`src/rtl/fft_pkg.sv`:
```
// Shared FFT datapath helpers: Q-format widths, rounding shift and saturation.
// Helpers work on a 64-bit signed carrier so every stage can reuse them.
package fft_pkg;

    localparam int DATA_W = 16;
    localparam int TW_W   = 16;

    typedef logic signed [63:0] wide_t;

    // Rounding bias for a right shift by sh: half of the discarded LSB weight.
    function automatic wide_t round_half(input int unsigned sh);
        if (sh == 0) begin
            return wide_t'(0);
        end
        return wide_t'(1) <<< (sh - 1);
    endfunction

    function automatic wide_t rshift_round(input wide_t v, input int unsigned sh, input bit rh);
        wide_t biased;
        biased = v + (rh ? round_half(sh) : wide_t'(0));
        return biased >>> sh;
    endfunction

    function automatic wide_t sat(input wide_t v, input int unsigned w);
        wide_t hi;
        wide_t lo;
        hi = (wide_t'(1) <<< (w - 1)) - wide_t'(1);
        lo = -(wide_t'(1) <<< (w - 1));
        if (v > hi) begin
            return hi;
        end
        if (v < lo) begin
            return lo;
        end
        return v;
    endfunction

endpackage

```
`src/rtl/cmult_pipe.sv`:
```
// One-register complex multiply x*tw with optional rounding; keeps WIDTH+1 bits.
// Products are held at full width so tw = -1.0 needs no special case.
module cmult_pipe
    import fft_pkg::*;
#(
    parameter int WIDTH    = DATA_W,
    parameter int TW_WIDTH = TW_W,
    parameter int RH       = 0
) (
    input  logic                       clock,
    input  logic                       reset,
    input  logic                       en,
    input  logic signed [WIDTH-1:0]    x_re,
    input  logic signed [WIDTH-1:0]    x_im,
    input  logic signed [TW_WIDTH-1:0] tw_re,
    input  logic signed [TW_WIDTH-1:0] tw_im,
    input  logic                       bypass,
    output logic signed [WIDTH:0]      p_re,
    output logic signed [WIDTH:0]      p_im
);

    localparam int PW = WIDTH + TW_WIDTH + 1;

    logic signed [PW-1:0] full_re;
    logic signed [PW-1:0] full_im;
    wide_t                sh_re;
    wide_t                sh_im;

    always_comb begin
        full_re = PW'(x_re) * PW'(tw_re) - PW'(x_im) * PW'(tw_im);
        full_im = PW'(x_re) * PW'(tw_im) + PW'(x_im) * PW'(tw_re);
        sh_re   = rshift_round(wide_t'(full_re), TW_WIDTH - 1, RH != 0);
        sh_im   = rshift_round(wide_t'(full_im), TW_WIDTH - 1, RH != 0);
    end

    // Bypass passes x through exactly, i.e. W = 1 with no rounding error.
    always_ff @(posedge clock) begin
        if (reset) begin
            p_re <= '0;
            p_im <= '0;
        end else if (en) begin
            p_re <= bypass ? (WIDTH+1)'(x_re) : (WIDTH+1)'(sh_re);
            p_im <= bypass ? (WIDTH+1)'(x_im) : (WIDTH+1)'(sh_im);
        end
    end

endmodule

```
`src/rtl/butterfly_pipe.sv`:
```
// Three-stage radix-2 DIT butterfly: capture, complex multiply, add/sub+scale+saturate.
// A single global advance signal stalls every stage together under backpressure.
module butterfly_pipe
    import fft_pkg::*;
#(
    parameter int WIDTH    = DATA_W,
    parameter int TW_WIDTH = TW_W,
    parameter int RH       = 0
) (
    input  logic                       clock,
    input  logic                       reset,
    input  logic                       in_valid,
    output logic                       in_ready,
    input  logic signed [WIDTH-1:0]    x0_re,
    input  logic signed [WIDTH-1:0]    x0_im,
    input  logic signed [WIDTH-1:0]    x1_re,
    input  logic signed [WIDTH-1:0]    x1_im,
    input  logic signed [TW_WIDTH-1:0] tw_re,
    input  logic signed [TW_WIDTH-1:0] tw_im,
    input  logic                       tw_bypass,
    input  logic                       scale,
    output logic                       out_valid,
    input  logic                       out_ready,
    output logic signed [WIDTH-1:0]    y0_re,
    output logic signed [WIDTH-1:0]    y0_im,
    output logic signed [WIDTH-1:0]    y1_re,
    output logic signed [WIDTH-1:0]    y1_im,
    output logic                       ovf,
    input  logic                       ovf_clr
);

    logic adv;
    logic v1, v2;
    logic signed [WIDTH-1:0]    x0r1, x0i1, x1r1, x1i1, x0r2, x0i2;
    logic signed [TW_WIDTH-1:0] twr1, twi1;
    logic                       byp1, scale1, scale2;
    logic signed [WIDTH:0]      p_re, p_im;

    logic signed [WIDTH+1:0] pre [4];
    wide_t                   scl [4];
    wide_t                   clp [4];
    logic [3:0]              clip;

    assign adv      = !out_valid || out_ready;
    assign in_ready = adv;

    cmult_pipe #(.WIDTH(WIDTH), .TW_WIDTH(TW_WIDTH), .RH(RH)) u_cmult (
        .clock  (clock),
        .reset  (reset),
        .en     (adv),
        .x_re   (x1r1),
        .x_im   (x1i1),
        .tw_re  (twr1),
        .tw_im  (twi1),
        .bypass (byp1),
        .p_re   (p_re),
        .p_im   (p_im)
    );

    // Order of pre[] is y0_re, y0_im, y1_re, y1_im.
    always_comb begin
        pre[0] = (WIDTH+2)'(x0r2) + (WIDTH+2)'(p_re);
        pre[1] = (WIDTH+2)'(x0i2) + (WIDTH+2)'(p_im);
        pre[2] = (WIDTH+2)'(x0r2) - (WIDTH+2)'(p_re);
        pre[3] = (WIDTH+2)'(x0i2) - (WIDTH+2)'(p_im);
        clip   = '0;
        for (int i = 0; i < 4; i++) begin
            scl[i]  = scale2 ? rshift_round(wide_t'(pre[i]), 1, RH != 0) : wide_t'(pre[i]);
            clp[i]  = sat(scl[i], WIDTH);
            clip[i] = (clp[i] != scl[i]);
        end
    end

    always_ff @(posedge clock) begin
        if (reset) begin
            v1        <= 1'b0;
            v2        <= 1'b0;
            out_valid <= 1'b0;
            x0r1      <= '0;
            x0i1      <= '0;
            x1r1      <= '0;
            x1i1      <= '0;
            twr1      <= '0;
            twi1      <= '0;
            byp1      <= 1'b0;
            scale1    <= 1'b0;
            x0r2      <= '0;
            x0i2      <= '0;
            scale2    <= 1'b0;
            y0_re     <= '0;
            y0_im     <= '0;
            y1_re     <= '0;
            y1_im     <= '0;
            ovf       <= 1'b0;
        end else begin
            if (adv) begin
                v1        <= in_valid;
                x0r1      <= x0_re;
                x0i1      <= x0_im;
                x1r1      <= x1_re;
                x1i1      <= x1_im;
                twr1      <= tw_re;
                twi1      <= tw_im;
                byp1      <= tw_bypass;
                scale1    <= scale;
                v2        <= v1;
                x0r2      <= x0r1;
                x0i2      <= x0i1;
                scale2    <= scale1;
                out_valid <= v2;
                y0_re     <= WIDTH'(clp[0]);
                y0_im     <= WIDTH'(clp[1]);
                y1_re     <= WIDTH'(clp[2]);
                y1_im     <= WIDTH'(clp[3]);
            end
            // A saturating beat entering the output register beats a same-cycle clear.
            if (adv && v2 && (clip != 4'b0000)) begin
                ovf <= 1'b1;
            end else if (ovf_clr) begin
                ovf <= 1'b0;
            end
        end
    end

endmodule

```
`config.mk`:
```
export PLATFORM = sky130hd
export DESIGN_NAME = butterfly_pipe
export DESIGN_NICKNAME = d
export VERILOG_FILES = /design/src/rtl/fft_pkg.sv /design/src/rtl/cmult_pipe.sv /design/src/rtl/butterfly_pipe.sv
export SDC_FILE = /design/constraint.sdc
export NUM_CORES = 2
export LEC_CHECK = 0
export BUFFER_PORTS_ARGS = -buffer_cell sky130_fd_sc_hd__buf_2
export CAP_MARGIN = 15
export CORE_UTILIZATION = 52
export DETAILED_ROUTE_END_ITERATION = 8
export MAX_ROUTING_LAYER = met4
export PLACE_DENSITY = 0.7
export SYNTH_ARGS = -nofsm -noshare
export SYNTH_HDL_FRONTEND = slang
export SYNTH_SLANG_ARGS = --single-unit
```
`constraint.sdc`:
```
create_clock -name clock -period 18.2 [get_ports clock]
set_clock_uncertainty 0.15 [all_clocks]
set_input_delay 3.64 -clock clock [delete_from_list [all_inputs] [get_ports clock]]
set_output_delay 3.64 -clock clock [all_outputs]
set_load 0.03 [all_outputs]
```
==> results.tsv <==
metric	value	unit
outcome	finished clean	
Die Wd	318	µm
Root Buffer	clkbuf_16	
fin nets	7444	
Max Root-Sink Buffers	3	
hold buffers post-CTS	0	
Worst-Margin Slew	1.05	ns
H-tree lvl count	1	
initial antenna violation count	3	
Num Clock Sinks	233	
FP Rows	115	
vias per cell	5.42	
Worst EP required	18.58	ns
CP startpoint kind	register	
Core Area	0.0986	mm²
Worst setup EP type	register	
Final period util	49.5	%
first-pass GRT wire length	223	mm
Synth Flop Type	dfxtp_1	
top cells by area, synth	fa_1 44%, inv_1 9.7%, dfxtp_1 9.0%	
Layout area overhead	5.54	%
Final HPWL DP	104	mm
TritonCTS buffer count	30	
layout cell share with drive strength beyond 1	5.57	%
area post-placement	0.0537	mm²
worst slack, placed	9.14	ns
Final Util	55.5	%
post-layout min period	9.02	ns
initial detailed-routing violation count	2787	
Post-synth EDFFs	0	
drt total wl	137	mm
final worst slack	9.18	ns
ys async rst share	0	%
DRT antenna net count	0	
GP Congestion	0.881	
final setup TNS	0	ns
Rel. slew slack	30.1	%
Arr. time, crit path	9.39	ns
Setup Crit Path Kind	register to register	
DIE AREA	0.101	mm²
Initial Util	52.6	%
Finish-stage setup viols	0	
area leader, netlist	fa_1	
Yosys reg bits	233	
CP Max Fanout	19	
Final Hold Violating Endpoints	0	
IO Port Bufs	169	
Mapped Nets	7484	
worst min path class	register to register	
Wirelength per Cell	19.3	µm
Non-Filler Cell Area, Final	0.0547	mm²
maxcap violations	0	
largest net degree at the start of global routing	93	
clock slew at reported path FFs	0.07	ns
Ports	170	
vias in the first global route	40631	
Peak VDD IR	0.435	mV
# resized after CTS	0	
Synth Cell Area	0.0518	mm²
Fill cells	8891	
unrepaired setup endpoints after global routing	no	
clk_lat worst skew	0.63	ns
Synth Warn #	0	
Yosys cell types	77	
DRC viols	0	
PnR Total Power	10.4	mW
vias	38640	
fin. max-slew vios	0	
GRT overflow	0	
gr usage total	29.0	%
Synth Area per Inst	8.85	µm²
Static Leak	27.3	nW
fmax	111	MHz
Cells after Synth	5858	
Die H	318	µm
Yosys top cell area share	44.5	%
CTS tree	done	
Pre-Repair DR Iteration Count	7	
Power per Cell Area	190	mW/mm²
# Post-CTS Setup Buffers	0	
register area share after synthesis	9.00	%
[critical path, cell delays in order, from the launching register on]
cell and delay (ns):
dfxtp_1 0.71, buf_4 0.37, and2_1 0.80, fa_1 0.55, inv_1 0.08, fa_1 0.43, fa_1 0.49, inv_1 0.05
fa_1 0.48, fa_1 0.57, fa_1 0.43, fa_1 0.49, inv_1 0.05, fa_1 0.47, inv_1 0.04, ha_1 0.31
nand4_1 0.10, inv_1 0.09, a211oi_1 0.10, or3_1 0.51, a221oi_1 0.76, o211ai_1 0.27, a211oi_1 0.28, a31oi_1 0.06
a311oi_1 0.26
[routing by layer]
layer | GRT usage (%) | share of wire, %
met5 | - | 0
met1 | 37.7 | 41
met2 | 45.9 | 48
met3 | 4.38 | 7.0
met4 | 11.2 | 4.8
[cells by family after synthesis]
group           after synthesis  share of synthesized area, %
compound gates              576                          7.08
xor+xnor                    125                          2.11
fa+ha+maj                  1523                          53.4
buf+inv                    1660                          12.1
flops                       233                          9.00
mux                          31                         0.608
simple gates               1710                          15.7
[placed cells by master (no fill, tap or decap), drive strengths merged, types with 31 or more instances in the layout]
master,instances
fa,1152
dfxtp,233
o21ai,71
inv,1342
o21a,38
a21oi,248
xnor2,101
a211oi,56
clkbuf,41
nand2b,38
buf,248
nor3,62
nor2,172
ha,371
nand2,831
nor2b,42
a21o,31
and2,467
[where the power goes]
group          leakage, nW  switching, mW  internal [mW]
sequential            1.94         0.0905          0.657
clock                0.478          0.272          0.351
combinational         24.9           5.31           3.72
total                 27.3           5.68           4.73
[synth_stat cells, types with 24 or more instances]
cell type  number
a211oi_1       56
a21o_1         31
a21oi_1       247
and2_1        467
clkbuf_1      305
dfxtp_1       233
fa_1         1152
ha_1          371
inv_1        1338
mux2i_1        27
nand2_1       831
nand2b_1       38
nor2_1        172
nor2b_1        41
nor3_1         61
o21a_1         38
o21ai_0        65
xnor2_1       101
xor2_1         24
[through the flow]
stage | hold slack (ns) | std cells
3_3_place_gp | 0.290 | 7071
4_1_cts | 0.302 | 7124
5_1_grt | 0.320 | 7129
3_5_place_dp | 0.294 | 7071
6_report | 0.300 | 7131
2_1_floorplan | 0.282 | 5858
[final timing paths]
| check | from | to | depth (start not counted) | slack [ns] |
|---|---|---|---|---|
| setup / recovery | x1i1[15]$_SDFFE_PP0N_ | u_cmult.p_im[15]$_SDFFE_PP0N_ | 24 | 9.18 |
| hold / removal | scale1$_SDFFE_PP0N_ | scale2$_SDFFE_PP0N_ | 2 | 0.30 |
| setup reg to reg | x1i1[15]$_SDFFE_PP0N_ | u_cmult.p_im[15]$_SDFFE_PP0N_ | 24 | 9.18 |
| hold reg to reg | scale1$_SDFFE_PP0N_ | scale2$_SDFFE_PP0N_ | 2 | 0.30 |
[flip-flops by register name (all words and copies together) (netlist names), 16 cells and up]
signal,cells
u_cmult.p_re,17
x0i1,16
y0_re,16
x0r2,16
x1i1,16
x0r1,16
twr1,16
u_cmult.p_im,17
y1_re,16
x0i2,16
y1_im,16
twi1,16
y0_im,16
x1r1,16
[final cells by class]
class	instances	area, µm²	share of cell area [%]
multi-input combinational	3965	40900	74.8
tap	1287	1610	2.94
antenna	5	12.5	0.0229
clock buffer	40	828	1.51
sequential	233	4670	8.53
inverter	1339	5030	9.20
clock inverter	13	171	0.313
timing repair buffer	249	1460	2.67
Note: power is estimated with default switching activity, not from simulation.
